### src/rtl/wavelet_accelerator_core_controller.sv
// wavelet_accelerator_core_controller: sequences coefficient load, multi-level DWT reads
// and host readout addressing for the wavelet accelerator core.
module wavelet_accelerator_core_controller #(
    parameter int ADDR_WIDTH  = 9,
    parameter int MEM_LATENCY = 1
) (
    input  logic                  clk,
    input  logic                  rst_n,
    input  logic                  i_core_go,
    input  logic                  i_core_init,
    input  logic                  i_core_r_addr_rst,
    input  logic [1:0]            i_core_inputs_len,
    input  logic [1:0]            i_core_dec_level,
    input  logic [4:0]            i_core_filter_size,
    input  logic                  i_host_rd_en,
    output logic                  o_core_clear_go,
    output logic                  o_core_clear_init,
    output logic                  o_core_r_data_available,
    output logic                  o_core_error,
    output logic                  o_coef_load,
    output logic [4:0]            o_coef_addr,
    output logic                  o_in_rd_en,
    output logic [ADDR_WIDTH-1:0] o_in_rd_addr,
    output logic                  o_dp_sample_valid,
    output logic [1:0]            o_dp_level,
    output logic                  o_dp_level_start,
    output logic                  o_dp_flush,
    output logic [ADDR_WIDTH-1:0] o_r_addr
);
    typedef enum logic [2:0] {IDLE, LOAD_COEF, CLR_INIT, READ, FLUSH, CLR_GO} state_t;

    state_t                r_state, w_state;
    logic [ADDR_WIDTH-1:0] r_cnt, w_cnt, r_raddr, w_raddr;
    logic [1:0]            r_k, w_k, r_len, w_len, r_lvl, w_lvl;
    logic [4:0]            r_fs, w_fs;
    logic                  r_cv, w_cv, r_err, w_err, r_avail, w_avail, r_ok, w_ok;
    logic [MEM_LATENCY-1:0] r_sv;
    logic [ADDR_WIDTH:0]   w_n;
    logic [ADDR_WIDTH-1:0] w_rd_last, w_n_last, w_coef_last, w_flush_last;
    logic                  w_no_flush;

    assign w_n          = (ADDR_WIDTH+1)'(64) << r_len;
    assign w_rd_last    = ADDR_WIDTH'((w_n >> r_k) - (ADDR_WIDTH+1)'(1));
    assign w_n_last     = ADDR_WIDTH'(w_n - (ADDR_WIDTH+1)'(1));
    assign w_coef_last  = ADDR_WIDTH'(r_fs) - ADDR_WIDTH'(1);
    assign w_flush_last = ADDR_WIDTH'(r_fs) + ADDR_WIDTH'(MEM_LATENCY) - ADDR_WIDTH'(2);
    // a single-tap filter has nothing to drain, so FLUSH is bypassed entirely
    assign w_no_flush   = r_fs <= 5'd1;

    assign o_core_error            = r_err;
    assign o_core_r_data_available = r_avail;
    assign o_r_addr                = r_raddr;
    assign o_dp_sample_valid       = r_sv[MEM_LATENCY-1];

    always_comb begin
        w_state = r_state;
        w_cnt   = r_cnt;
        w_k     = r_k;
        w_len   = r_len;
        w_lvl   = r_lvl;
        w_fs    = r_fs;
        w_cv    = r_cv;
        w_err   = r_err;
        w_ok    = r_ok;
        w_avail = r_avail;
        w_raddr = r_raddr;
        if (i_core_r_addr_rst)
            w_raddr = '0;
        else if (i_host_rd_en && r_avail) begin
            w_raddr = (r_raddr == w_n_last) ? '0 : r_raddr + ADDR_WIDTH'(1);
            w_avail = r_raddr != w_n_last;
        end
        case (r_state)
            IDLE: begin
                if (i_core_init) begin
                    w_fs    = i_core_filter_size;
                    w_cv    = 1'b0;
                    w_cnt   = '0;
                    w_state = (i_core_filter_size == 5'd0) ? CLR_INIT : LOAD_COEF;
                end else if (i_core_go) begin
                    if (!r_cv) begin
                        w_err   = 1'b1;
                        w_ok    = 1'b0;
                        w_state = CLR_GO;
                    end else begin
                        w_len   = i_core_inputs_len;
                        w_lvl   = i_core_dec_level;
                        w_fs    = i_core_filter_size;
                        w_avail = 1'b0;
                        w_k     = 2'd0;
                        w_cnt   = '0;
                        w_ok    = 1'b1;
                        w_state = READ;
                    end
                end
            end
            LOAD_COEF: begin
                w_cnt   = (r_cnt == w_coef_last) ? '0 : r_cnt + ADDR_WIDTH'(1);
                w_state = (r_cnt == w_coef_last) ? CLR_INIT : LOAD_COEF;
            end
            CLR_INIT: begin
                w_cv    = r_fs != 5'd0;
                w_err   = 1'b0;
                w_state = IDLE;
            end
            READ: begin
                w_cnt = r_cnt + ADDR_WIDTH'(1);
                if (r_cnt == w_rd_last) begin
                    w_cnt = '0;
                    if (!w_no_flush)
                        w_state = FLUSH;
                    else if (r_k < r_lvl)
                        w_k = r_k + 2'd1;
                    else
                        w_state = CLR_GO;
                end
            end
            FLUSH: begin
                w_cnt = r_cnt + ADDR_WIDTH'(1);
                if (r_cnt == w_flush_last) begin
                    w_cnt   = '0;
                    w_k     = (r_k < r_lvl) ? r_k + 2'd1 : r_k;
                    w_state = (r_k < r_lvl) ? READ : CLR_GO;
                end
            end
            CLR_GO: begin
                if (r_ok) begin
                    w_avail = 1'b1;
                    w_raddr = '0;
                end
                w_state = IDLE;
            end
            default: w_state = IDLE;
        endcase
    end

    // outputs are registered from next-state values so they line up with the state register
    always_ff @(posedge clk or negedge rst_n) begin
        if (!rst_n) begin
            r_state           <= IDLE;
            r_cnt             <= '0;
            r_k               <= '0;
            r_len             <= '0;
            r_lvl             <= '0;
            r_fs              <= '0;
            r_cv              <= 1'b0;
            r_err             <= 1'b0;
            r_ok              <= 1'b0;
            r_avail           <= 1'b0;
            r_raddr           <= '0;
            r_sv              <= '0;
            o_core_clear_go   <= 1'b0;
            o_core_clear_init <= 1'b0;
            o_coef_load       <= 1'b0;
            o_coef_addr       <= '0;
            o_in_rd_en        <= 1'b0;
            o_in_rd_addr      <= '0;
            o_dp_level        <= '0;
            o_dp_level_start  <= 1'b0;
            o_dp_flush        <= 1'b0;
        end else begin
            r_state           <= w_state;
            r_cnt             <= w_cnt;
            r_k               <= w_k;
            r_len             <= w_len;
            r_lvl             <= w_lvl;
            r_fs              <= w_fs;
            r_cv              <= w_cv;
            r_err             <= w_err;
            r_ok              <= w_ok;
            r_avail           <= w_avail;
            r_raddr           <= w_raddr;
            r_sv              <= MEM_LATENCY'({r_sv, o_in_rd_en});
            o_core_clear_go   <= w_state == CLR_GO;
            o_core_clear_init <= w_state == CLR_INIT;
            o_coef_load       <= w_state == LOAD_COEF;
            o_coef_addr       <= (w_state == LOAD_COEF) ? w_cnt[4:0] : 5'd0;
            o_in_rd_en        <= w_state == READ;
            o_in_rd_addr      <= (w_state == READ) ? w_cnt : '0;
            o_dp_level        <= w_k;
            o_dp_level_start  <= (w_state == READ) && (w_cnt == '0);
            o_dp_flush        <= w_state == FLUSH;
        end
    end
endmodule

### config.mk
export PLATFORM = sky130hd
export DESIGN_NAME = wavelet_accelerator_core_controller
export DESIGN_NICKNAME = d
export VERILOG_FILES = /design/src/rtl/wavelet_accelerator_core_controller.sv
export SDC_FILE = /design/constraint.sdc
export NUM_CORES = 1
export LEC_CHECK = 0
export ABC_AREA = 1
export CORE_MARGIN = 1.5
export CORE_UTILIZATION = 55
export CTS_CLUSTER_SIZE = 14
export DETAILED_ROUTE_END_ITERATION = 10
export GPL_TIMING_DRIVEN = 0
export PLACE_DENSITY = 0.81
export RECOVER_POWER = 100
export SLEW_MARGIN = 10
export SYNTH_ARGS = -nofsm -noshare
export SYNTH_HDL_FRONTEND = slang
export SYNTH_SLANG_ARGS = --single-unit
### constraint.sdc
create_clock -name clk -period 2.6 [get_ports clk]
set_input_delay 0.26 -clock clk [delete_from_list [all_inputs] [get_ports clk]]
set_output_delay 0.26 -clock clk [all_outputs]
set_load 0.02 [all_outputs]
==> After elaboration in Yosys (flattened, before gate mapping) <==
Index checks and enable logic that the tools add are counted.
W data, S select, Z words.
{ "word_totals": {"word_cells": 122, "output_inout_bits": 34, "input_bits": 15, "register_bits": 57} }
{ "op_classes": {"reduce_logical": 16, "order_cmp": 2, "addsub": 8, "eq_ne": 23, "n_mux": 50, "shift": 2, "bitwise_logic": 1} }
{ "ops": {"columns": ["cell", "n"], "rows": [
  ["$mux W9", 12],
  ["$eq A9 B9 Y1", 4],
  ["$pmux W9 S4", 1],
  ["$mux W3", 8],
  ["$mux W5", 4],
  ["$add A9 B1 Y9 const B", 2],
  ["$mux W2", 9],
  ["$sub A9 B1 Y9 const B", 2],
  ["$ne A2 B2 Y1 const B", 8],
  ["$eq A3 B2 Y1 const B", 4],
  ["$eq A3 B3 Y1 const B", 4],
  ["$pmux W3 S4", 1],
  ["$mux W1", 11],
  ["$shl A7 B2 Y10 const A", 1],
  ["$shr A10 B2 Y9", 1],
  ["$logic_not A9 Y1", 1],
  ["$ne A9 B9 Y1", 1],
  ["$reduce_and A4 Y1", 2],
  ["$reduce_and A7 Y1", 1],
  ["$sub A6 B2 Y7 const B", 1],
  ["$add A5 B1 Y6 const B", 1],
  ["$eq A3 B1 Y1 const B", 2],
  ["$pmux W1 S2", 3],
  ["$pmux W2 S3", 1],
  ["13 further kinds", 17]
]} }

==> Logic depth before layout (Yosys ltp) <==
Gate-level depths: netlist of run 1.
{ "logic_depth": {"ltp_word": 9, "ltp_mapped": 20, "ltp_nobuf": 19} }

==> Worst setup path after synthesis of run 1 <==
OpenSTA, ideal clock, no wires.
{ "synth_path": {"path_kind": "register to register", "startpoint": "reg r_k[0]", "endpoint": "reg o_dp_level_start", "setup_time_ns": 0.071, "arrival_ns": 2.270, "path_buffers": 0, "period_less_slack_ns": 2.341, "path_stages_with_launch": 19, "slack_ns": 0.259, "required_ns": 2.529, "cell_sequence": "dfrtp_1 > inv_1 > nor2_1 > nor2_1 > nand2_1 > ha_1 > or2_2 > nand2_1 > nor2_1 > nand3_1 > nor2_1 > nand3_2 > o21bai_4 > nand3_4 > nand2_1 > nand2_2 > nor2_1 > nand3_1 > nor2_1"} }
{ "synth_via": {"elab_chain_cells": 7, "word_cells_on_any_way": 15, "cone_classes": "add/sub: 1; order compare: 1; eq/ne: 2; shift: 1; mux: 8; reduce/logical: 2"} }
{ "synth_rtl": {"columns": ["element", "line", "text"], "rows": [
  ["from (decl)", "34", "logic [1:0] r_k, w_k, r_len, w_len, r_lvl, w_lvl;"],
  ["from (signal assigned)", "164", "r_k <= w_k;"],
  ["$shr A10 B2 Y9", "43", "assign w_rd_last = ADDR_WIDTH'((w_n >> r_k) - (ADDR_WIDTH+1)'(1));"],
  ["$sub A9 B1 Y9", "43", null],
  ["$eq A9 B9 Y1", "108", "if (r_cnt == w_rd_last) begin"],
  ["$mux W9", "108", null],
  ["$pmux W9 S4", "73", "case (r_state)"],
  ["via w_cnt[3]", "33", "logic [ADDR_WIDTH-1:0] r_cnt, w_cnt, r_raddr, w_raddr;"],
  ["$logic_not A9 Y1", "181", "o_dp_level_start <= (w_state == READ) && (w_cnt == '0);"],
  ["$logic_and A1 B1 Y1", "181", null],
  ["to (signal assigned)", "181", null],
  ["to (decl)", "26", "output logic o_dp_level_start,"]
]} }
The timed path passes the listed nets, and every way through them passes these cells.
A chain may end at the register's enable or synchronous reset.

==> Worst setup path in the final report of run 1 <==
{ "layout_path": {"startpoint": "reg r_len[0]", "endpoint": "reg o_dp_level_start"} }
{ "layout_via": {"elab_chain_cells": 8, "word_cells_on_any_way": 11, "cone_classes": "add/sub: 1; eq/ne: 2; shift: 2; mux: 4; reduce/logical: 2"} }
{ "layout_rtl": {"columns": ["element", "line", "text"], "rows": [
  ["from (decl)", "34", null],
  ["from (signal assigned)", "165", "r_len <= w_len;"],
  ["$shl A7 B2 Y10", "42", "assign w_n = (ADDR_WIDTH+1)'(64) << r_len;"],
  ["$shr A10 B2 Y9", "43", null],
  ["$sub A9 B1 Y9", "43", null],
  ["$eq A9 B9 Y1", "108", null],
  ["$mux W9", "108", null],
  ["$pmux W9 S4", "73", null],
  ["via w_cnt[4]", "33", null],
  ["$logic_not A9 Y1", "181", null],
  ["$logic_and A1 B1 Y1", "181", null]
]} }
The timed path passes the listed nets, and every way through them passes these cells.

==> impl_metrics.tcl, run 1 <==
set metrics [dict create \
    ant_nets 0 \
    crit_type "reg2reg" \
    cts_tree "yes" \
    routedWlPerCell_um 13.32 \
    syn_avg_cell_area_um2 7.268 \
    synth_area_um2 3314 \
    cellPowerDensity_nw_per_um2 1139 \
    insertion_delay_ns 0.34 \
    yosysMostFrequentCell "nand2_1" \
    cellLeakagePower_nw 2.215 \
    ys_seq_area_share_pct 43.04 \
    drt-vias-per-instance 5.280 \
    min_path_type "reg2reg" \
    chipWidth_um 80.63 \
    dr.pass1.iters 5 \
    setup_tns_ns 0 \
    period_minus_slack_ns 2.594 \
    timing.final.ws_setup_ns 0.006489 \
    power_switching_share_pct 45.85 \
    synth_area_leader_cell "dfrtp_1" \
    grt_pass1_wl_mm 13.05 \
    place_area_um2 3904 \
    max_slew_margin_pct -14.16 \
    insertedDiodeCount 0 \
    fin_nets 545 \
    drc 0 \
    cts_buffer_depth 2 \
    rows 28 \
    layout-drive-gt1-share_pct 13.42 \
    grt.total_usage_pct 26.55 \
    start_util_pct 56.31 \
    overflow 0 \
    synth.top_cells.by_count "nand2_1, inv_1, nor2_1" \
    crit_path_start_kind "flip-flop" \
    antenna_found_initial 0 \
    violations "capacitance limit, slew limit" \
    clkTransAtPathRegs_ns 0.07 \
    grt_max_degree 30 \
    fmax_mhz 385.6 \
    drt_iter0_markers 210 \
    p_int_mw 2.637 \
    setup_viol 0 \
    hold_violations 0 \
    gp_congestion 0.8692 \
    coreArea_um2 5886 \
    ys_types 36 \
    postSynth.asyncResetShare_pct 100.0 \
    p_sw_mw 2.233 \
    fin_area_um2 4274 \
    die_area_um2 6501 \
    required_ns 2.87 \
    outcome "finished, violations left" \
    skew_ns 0.007048 \
    drt_wl_total_mm 8.046 \
    synth_nets 477 \
    dp_slack_ns -0.05190 \
    syn2layout_area_growth_pct 28.95 \
    rsz0062_at_grt "yes" \
    worstMarginPinSlew_ns 1.712 \
    ioPinCount 49 \
    crit_path_end_kind "flip-flop" \
    hold_slack_ns 0.3808 \
    clock_sinks 57 \
    cts_buffers 9 \
    syn_inst 456 \
    via_count 3189 \
    port_buffers 48 \
    synth_edf_count 0 \
    arrival_ns 2.87 \
    ir_drop_uv 837.1 \
    grt_pass1_vias 2925 \
    cts-htree-levels 3 \
    final_cells 604 \
    hpwl_mm 5.836 \
    crit_fanout 8 \
    yosysWarningCount 0 \
    maxCapViolCount 1 \
    pwr-share-comb_pct 52.4 \
    ys_seq_elements 57 \
    p_total_mw 4.870 \
    seqPwrFrac_pct 28.2 \
    clockPowerShare_pct 19.4 \
    die_y_um 80.63 \
    synth_top_area_share_pct 43.04 \
    finalCritPeriodShare_pct 99.75 \
    final-max-slew-violation-count 29 \
    synth_area_leaders "dfrtp_1, nand2_1, inv_1" \
    fin_util_pct 72.62 \
    dp.cells 580 \
    root_buffer "clkbuf_8" \
    ys.flop_type "dfrtp_1" \
]
==> power groups by stage <==
stage / Combinational (mW) / Sequential [mW] / Clock [mW]
final: 2.55 / 1.37 / 0.946
after global routing: 2.86 / 1.41 / 0.997
after CTS: 2.42 / 1.35 / 0.959
after detailed placement: 2.35 / 1.36 / 0
after global placement: 2.28 / 1.34 / 0
after floorplan: 1.56 / 1.45 / 0
==> worst max-delay path, stage by stage, from the launching register on <==
cell      delay (ns)
dfrtp_2         0.44
buf_6           0.12
nor2_1          0.04
nor2_2          0.11
nand2_1         0.06
ha_1            0.32
or2_4           0.14
nand2_2         0.05
nor2_2          0.09
nand3_1         0.07
nor2_1          0.12
nand3_2         0.13
o21bai_4        0.17
nand3_4         0.16
nand2_2         0.12
nand2_1         0.09
nor2_2          0.10
nand3_2         0.09
nor2_1          0.10
==> final timing paths <==
kind	startpoint	end	slack, ns	cells after the start
min in group asynchronous	rst_n	o_r_addr[7]$_DFF_PN0_	0.90	2
hold reg to reg	o_in_rd_en$_DFF_PN0_	o_dp_sample_valid$_DFF_PN0_	0.38	0
setup reg to reg	r_len[0]$_DFFE_PN0P_	o_dp_level_start$_DFF_PN0_	0.006	18
hold / removal	o_in_rd_en$_DFF_PN0_	o_dp_sample_valid$_DFF_PN0_	0.38	0
setup / recovery	r_len[0]$_DFFE_PN0P_	o_dp_level_start$_DFF_PN0_	0.006	18
max in group asynchronous	rst_n	r_k[0]$_DFFE_PN0P_	0.59	2
==> kinds of logic (layout without fill, tap and decap cells) <==
| kind of cell | Yosys count | after routing | share of synthesized area (%) |
|---|---|---|---|
| fa+ha+maj | 6 | 6 | 2.265 |
| xor+xnor | 14 | 14 | 3.700 |
| simple gates | 263 | 263 | 34.81 |
| flops | 57 | 57 | 43.04 |
| compound gates | 36 | 36 | 6.493 |
| mux | 2 | 2 | 0.6795 |
| buf+inv | 78 | 151 | 9.022 |
==> layout make-up <==
type                       instances  area (µm²)
timing repair buffer              58       568.0
tap                               75       93.84
inverter                          72       270.3
multi-input combinational        321        1662
clock buffer                      10       137.6
fill                             461        1612
sequential                        57        1430
buffer                             5       21.27
clock inverter                     6       91.34
==> layer usage <==
layer | track usage, % | wire length (µm)
met5 | 0 | 0
met4 | 10.00 | 163
met3 | 5.455 | 465
met2 | 44.29 | 3879
met1 | 33.74 | 3537
==> repair_timing <==
action                                 4_1_cts  5_1_grt
setup endpoints to repair                    1        7
pin swaps                                    7       16
resized for setup                            7       24
setup buffers                                3        5
endpoints found under the hold margin       28        0
hold buffers                                 1        0
gates cloned                                 0        0
==> sequential cells by signal (all words and copies together), names as in the netlist, 2 cells and up <==
register	cells
r_fs	5
r_state	3
o_coef_addr	5
r_lvl	2
o_r_addr	9
r_k	2
o_in_rd_addr	9
r_cnt	9
r_len	2
==> placed cells by master, fill, tap and decap left out, types with 2 or more instances in the layout <==
cell type	synthesis	layout
a21oi_1	12	12
buf_2	2	2
buf_4	1	7
bufinv_16	0	2
clkbuf_1	3	4
clkbuf_8	0	10
clkdlybuf4s50_1	0	17
clkinvlp_4	0	3
dfrtp_1	57	54
dfrtp_2	0	3
dlygate4sd3_1	0	31
ha_1	6	6
inv_1	68	66
inv_2	3	5
mux2_2	2	2
nand2_1	126	118
nand2_2	3	11
nand3_1	31	29
nand3_2	3	5
nand4_1	8	8
nor2_1	61	53
nor2_2	3	8
nor2_4	1	4
nor3_1	19	19
nor3b_1	2	2
o21ai_0	12	12
o21bai_1	2	2
o22ai_1	2	2
xnor2_1	2	2
xor2_1	12	12
(Power assumes the default switching activity.)
==> run 2, diff against run 1 <==
PLACE_DENSITY = 0.85   (was 0.81)
==> run 2 against run 1 <==
  * Highest routed layer unchanged
  * Die area is the same
  * Count of clock-buffer cells in the layout grew 3
  * The run still ends with capacitance limit, slew limit left
  * Largest cell class unchanged
  * Routed wire length grew 5.4%
  * Sequential share of layout area shrank 0.38 points
==> impl_metrics.tcl, run 2 (synthesis results as in run 1) <==
set metrics [dict create \
    die_area_um2 6501 \
    max_slew_margin_pct -6.045 \
    start_util_pct 56.31 \
    maxCapViolCount 1 \
    layout-drive-gt1-share_pct 14.53 \
    worstPathCellList "buf_6, buf_6, nor2_2, nor2_2, nand2_2, ha_4, or2_4, nand2_2, nor2_2, nand3_1, nor2_1, nand3_2, o21bai_4, nand3_4, nand2_2, nand2_2, nor2_4, nand3_2, nor2_1" \
    ir_drop_uv 742.2 \
    cellLeakagePower_nw 2.249 \
    final-max-slew-violation-count 27 \
    fin_area_um2 4323 \
    period_minus_slack_ns 2.570 \
    root_buffer "clkbuf_8" \
    gp_congestion 0.8719 \
    hold_depth 0 \
    met1_usage_pct 33.84 \
    r2r_cells 19 \
    required_ns 2.87 \
    antenna_found_initial 0 \
    cp_slowest_stage_delay_ns 0.34 \
    overflow 0 \
    met3_usage_pct 6.591 \
    cpMostUsedCell "nand2_2" \
    clock_sinks 57 \
    die_y_um 80.63 \
    worstMarginPinSlew_ns 1.591 \
    grt_pass1_wl_mm 13.61 \
    syn2layout_area_growth_pct 30.43 \
    drc 0 \
    setup_tns_ns 0 \
    fin_nets 547 \
    ant_nets 0 \
    rsz0062_at_grt "yes" \
    grt_pass1_vias 3049 \
    chipWidth_um 80.63 \
    drt_wl_total_mm 8.480 \
    cellPowerDensity_nw_per_um2 1150 \
    hold_violations 0 \
    drt_iter0_markers 208 \
    setup_viol 0 \
    port_buffers 48 \
    insertion_delay_ns 0.34 \
    outcome "finished, violations left" \
    place_area_um2 3904 \
    p_total_mw 4.972 \
    min_path_type "reg2reg" \
    hpwl_mm 5.944 \
    fmax_mhz 389.1 \
    grt-busiest-layer "met2" \
    mostFrequentLayoutCells "nand2_1, inv_1, dfrtp_1, nor2_1, dlygate4sd3_1" \
    skew_ns 0.009912 \
    hold_slack_ns 0.3760 \
    insertedDiodeCount 0 \
    coreArea_um2 5886 \
    drt-vias-per-instance 5.407 \
    ioPinCount 49 \
    dr.pass1.iters 5 \
    critPathSlowestCell "dfrtp_1" \
    grt_max_degree 32 \
    crit_type "reg2reg" \
    grt.total_usage_pct 27.31 \
    crit_fanout 8 \
    rows 28 \
    routedWlPerCell_um 14.02 \
    arrival_ns 2.84 \
    finalCritPeriodShare_pct 98.85 \
    clkTransAtPathRegs_ns 0.07 \
    cts-htree-levels 3 \
    layout_commonest_cell "nand2_1" \
    cts_buffer_depth 2 \
    cts_buffers 9 \
    crit_path_start_kind "flip-flop" \
    crit_path_end_kind "flip-flop" \
    cts_tree "yes" \
    violations "capacitance limit, slew limit" \
    via_count 3271 \
    grtUsageMet2_pct 44.87 \
]
==> run 2: cell types whose count changed in the layout (fill, tap and decap cells not counted), sizes merged <==
cell / previous run / this run
clkdlybuf4s50: 17 / 13
dlygate4sd3: 31 / 35
clkbuf: 14 / 17
clkinvlp: 3 / 0
buf: 11 / 13
clkinv: 2 / 1
==> run 2: critical path: cells and delay by family, from the launching register on <==
| kind | cells | cell delay [ns] |
|---|---|---|
| buf+inv | 2 | 0.23 |
| fa+ha+maj | 1 | 0.27 |
| compound gates | 1 | 0.17 |
| simple gates | 15 | 1.48 |
| flops | 1 | 0.34 |
==> run 2: final cells by class <==
class / count / area [µm²]
Multi-Input combinational cell: 321 / 1687
Fill cell: 444 / 1563
Sequential cell: 57 / 1430
Timing Repair Buffer: 59 / 575.6
Inverter: 72 / 275.3
Clock buffer: 13 / 168.9
Tap cell: 75 / 93.84
Clock inverter: 2 / 60.06
Buffer: 6 / 32.53
==> run 2: worst paths after layout <==
path                                            from                     endpoint  slack (ns)
min in group asynchronous                      rst_n           r_cnt[6]$_DFF_PN0_        0.85
worst max-delay path            r_len[0]$_DFFE_PN0P_   o_dp_level_start$_DFF_PN0_        0.03
worst max register to register  r_len[0]$_DFFE_PN0P_   o_dp_level_start$_DFF_PN0_        0.03
max in group asynchronous                      rst_n           r_k[1]$_DFFE_PN0P_        0.70
worst min-delay path            o_in_rd_en$_DFF_PN0_  o_dp_sample_valid$_DFF_PN0_        0.38
worst min register to register  o_in_rd_en$_DFF_PN0_  o_dp_sample_valid$_DFF_PN0_        0.38
==> run 2: per-stage QoR <==
stage / utilization [%] / setup WS (ns) / std cells
2_1_floorplan: - / 0.2588 / 456
3_3_place_gp: 66.07 / -0.4205 / 579
3_5_place_dp: 66.33 / -0.06151 / 580
4_1_cts: 71.77 / -0.04757 / 602
5_1_grt: 73.45 / -0.1627 / 605
6_report: 73.45 / 0.02980 / 605
==> run 2: routing by layer <==
| metal | vias to the layer above | share of wire (%) |
|---|---|---|
| met5 | - | 0 |
| met4 | 0 | 1.9 |
| met3 | 22 | 5.9 |
| met2 | 117 | 51 |
| met1 | 1557 | 41 |
| li1 | 1575 | - |
==> run 2: what timing repair did <==
action / in CTS / in global routing
hold buffers: 1 / 0
buffers inserted: 6 / 3
resized for setup: 15 / 23
hold endpoints to repair: 26 / 0
pin swaps: 14 / 18
setup endpoints to repair: 1 / 16
==> run 2: report_power, final <==
| group | switching [mW] | internal, mW |
|---|---|---|
| Combinational | 1.71 | 0.941 |
| Sequential | 0.198 | 1.16 |
| Clock | 0.348 | 0.614 |
| Total | 2.26 | 2.71 |
==> run 3, diff against run 2 <==
CORE_UTILIZATION = 40   (was 55)
PLACE_DENSITY = 0.66   (was 0.85)
==> run 3 against run 2 <==
  * The run now ends clean
  * Non-clock buffer count down 3
  * Total power down 5.9%
  * Utilization down 21 points
  * Largest cell class unchanged
==> impl_metrics.tcl, run 3 (synthesis results as in run 1) <==
set metrics [dict create \
    outcome "complete, no violations" \
    cts_buffer_depth 2 \
    worstMarginPinSlew_ns 1.358 \
    hold_violations 0 \
    cts_tree "yes" \
    insertedDiodeCount 0 \
    fmax_mhz 399.1 \
    clock_sinks 57 \
    coreArea_um2 8134 \
    period_minus_slack_ns 2.506 \
    cellPowerDensity_nw_per_um2 1098 \
    cts_buffers 9 \
    crit_fanout 8 \
    grt.total_usage_pct 19.09 \
    maxCapViolCount 0 \
    fin_nets 544 \
    routedWlPerCell_um 12.16 \
    crit_path_start_kind "flip-flop" \
    arrival_ns 2.78 \
    crit_type "reg2reg" \
    drt_iter0_markers 149 \
    layout_commonest_cell "nand2_1" \
    grt_pass1_vias 2844 \
    rrSetupSlack_ns 0.09 \
    timing.final.ws_setup_ns 0.09408 \
    dr.pass1.iters 4 \
    gp_congestion 0.9049 \
    drt-vias-per-instance 4.805 \
    insertion_delay_ns 0.34 \
    start_util_pct 40.75 \
    place_area_um2 3924 \
    overflow 0 \
    final-max-slew-violation-count 0 \
    grt_max_degree 58 \
    rsz0062_at_grt "yes" \
    drt_wl_total_mm 7.683 \
    rows 33 \
    syn2layout_area_growth_pct 28.61 \
    ir_drop_uv 419.4 \
    cts-htree-levels 3 \
    die_y_um 94.03 \
    finalCritPeriodShare_pct 96.38 \
    crit_path_end_kind "flip-flop" \
    fin_area_um2 4263 \
    ioPinCount 49 \
    via_count 3037 \
    dp_slack_ns -0.05772 \
    cellLeakagePower_nw 2.204 \
    grt_pass1_wl_mm 12.96 \
    die_area_um2 8841 \
    setup_viol 0 \
    drc 0 \
    required_ns 2.87 \
    clkTransAtPathRegs_ns 0.07 \
    p_total_mw 4.679 \
    ant_nets 0 \
    max_slew_margin_pct 9.455 \
    skew_ns 0.007857 \
    layout-drive-gt1-share_pct 13.28 \
    hpwl_mm 5.695 \
    root_buffer "clkbuf_8" \
    min_path_type "reg2reg" \
    antenna_found_initial 0 \
    chipWidth_um 94.03 \
    port_buffers 48 \
    mostFrequentLayoutCells "nand2_1, inv_1, dfrtp_1, nor2_1, dlygate4sd3_1" \
]
run 3: worst paths after layout:
check | from | endpoint | cells after the start
worst max-delay path | r_len[0]$_DFFE_PN0P_ | o_dp_level_start$_DFF_PN0_ | 19
worst min-delay path | o_in_rd_en$_DFF_PN0_ | o_dp_sample_valid$_DFF_PN0_ | 0
worst max register to register | r_len[0]$_DFFE_PN0P_ | o_dp_level_start$_DFF_PN0_ | 19
worst min register to register | o_in_rd_en$_DFF_PN0_ | o_dp_sample_valid$_DFF_PN0_ | 0
max in group asynchronous | rst_n | r_k[0]$_DFFE_PN0P_ | 2
min in group asynchronous | rst_n | o_in_rd_addr[6]$_DFF_PN0_ | 2
run 3: where the power goes:
part / total, mW / leakage, nW / switching [mW] / internal, mW
logic: 2.54 / 1.37 / 1.63 / 0.912
clock network: 0.793 / 0.0909 / 0.362 / 0.431
registers: 1.35 / 0.747 / 0.191 / 1.16
total: 4.68 / 2.20 / 2.18 / 2.50
run 3: area by class of cell:
cell class                 count  area (µm²)
fill                         764        3871
multi-input combinational    321        1672
sequential                    57        1430
timing repair buffer          56       538.0
inverter                      72       275.3
tap                          105       131.4
clock buffer                   9       123.9
clock inverter                 6       60.06
buffer                         6       32.53
run 3: what timing repair did:
action | CTS | global route
endpoints found under the hold margin | 6 | 0
setup endpoints to repair | 1 | 18
pin swaps | 13 | 14
resized for setup | 18 | 16
hold buffers | 1 | 0
buffers inserted | 6 | 1
run 3: worst max-delay path, cell delays in order, from the launching register on:
cell and delay [ns]:
dfrtp_1 0.34, buf_6 0.13, buf_6 0.10, nor2_2 0.03, nor2_2 0.13, nand2_2 0.08, ha_4 0.27, or2_4 0.11
nand2_2 0.04, nor2_1 0.08, nand3_1 0.10, nor2_2 0.10, nand3_2 0.12, o21bai_4 0.17, nand3_4 0.15, nand2_2 0.10
nand2_2 0.07, nor2_4 0.13, nand3_2 0.09, nor2_1 0.10
run 3: layer usage:
metal	routed length, µm	GRT usage (%)
met1	3602	25.08
met2	3621	30.50
met3	309	3.236
met4	149	9.204
met5	0	0
run 3: stage by stage:
stage	cells	hold slack (ns)	util [%]	TNS, ns
after floorplan	456	-0.03559	-	0
after global placement	609	0.3669	48.27	-27.90
after detailed placement	609	0.3658	48.24	-0.05772
after CTS	631	0.3814	51.73	-0.003468
after global routing	632	0.3941	52.41	-0.04026
final	632	0.3737	52.41	0
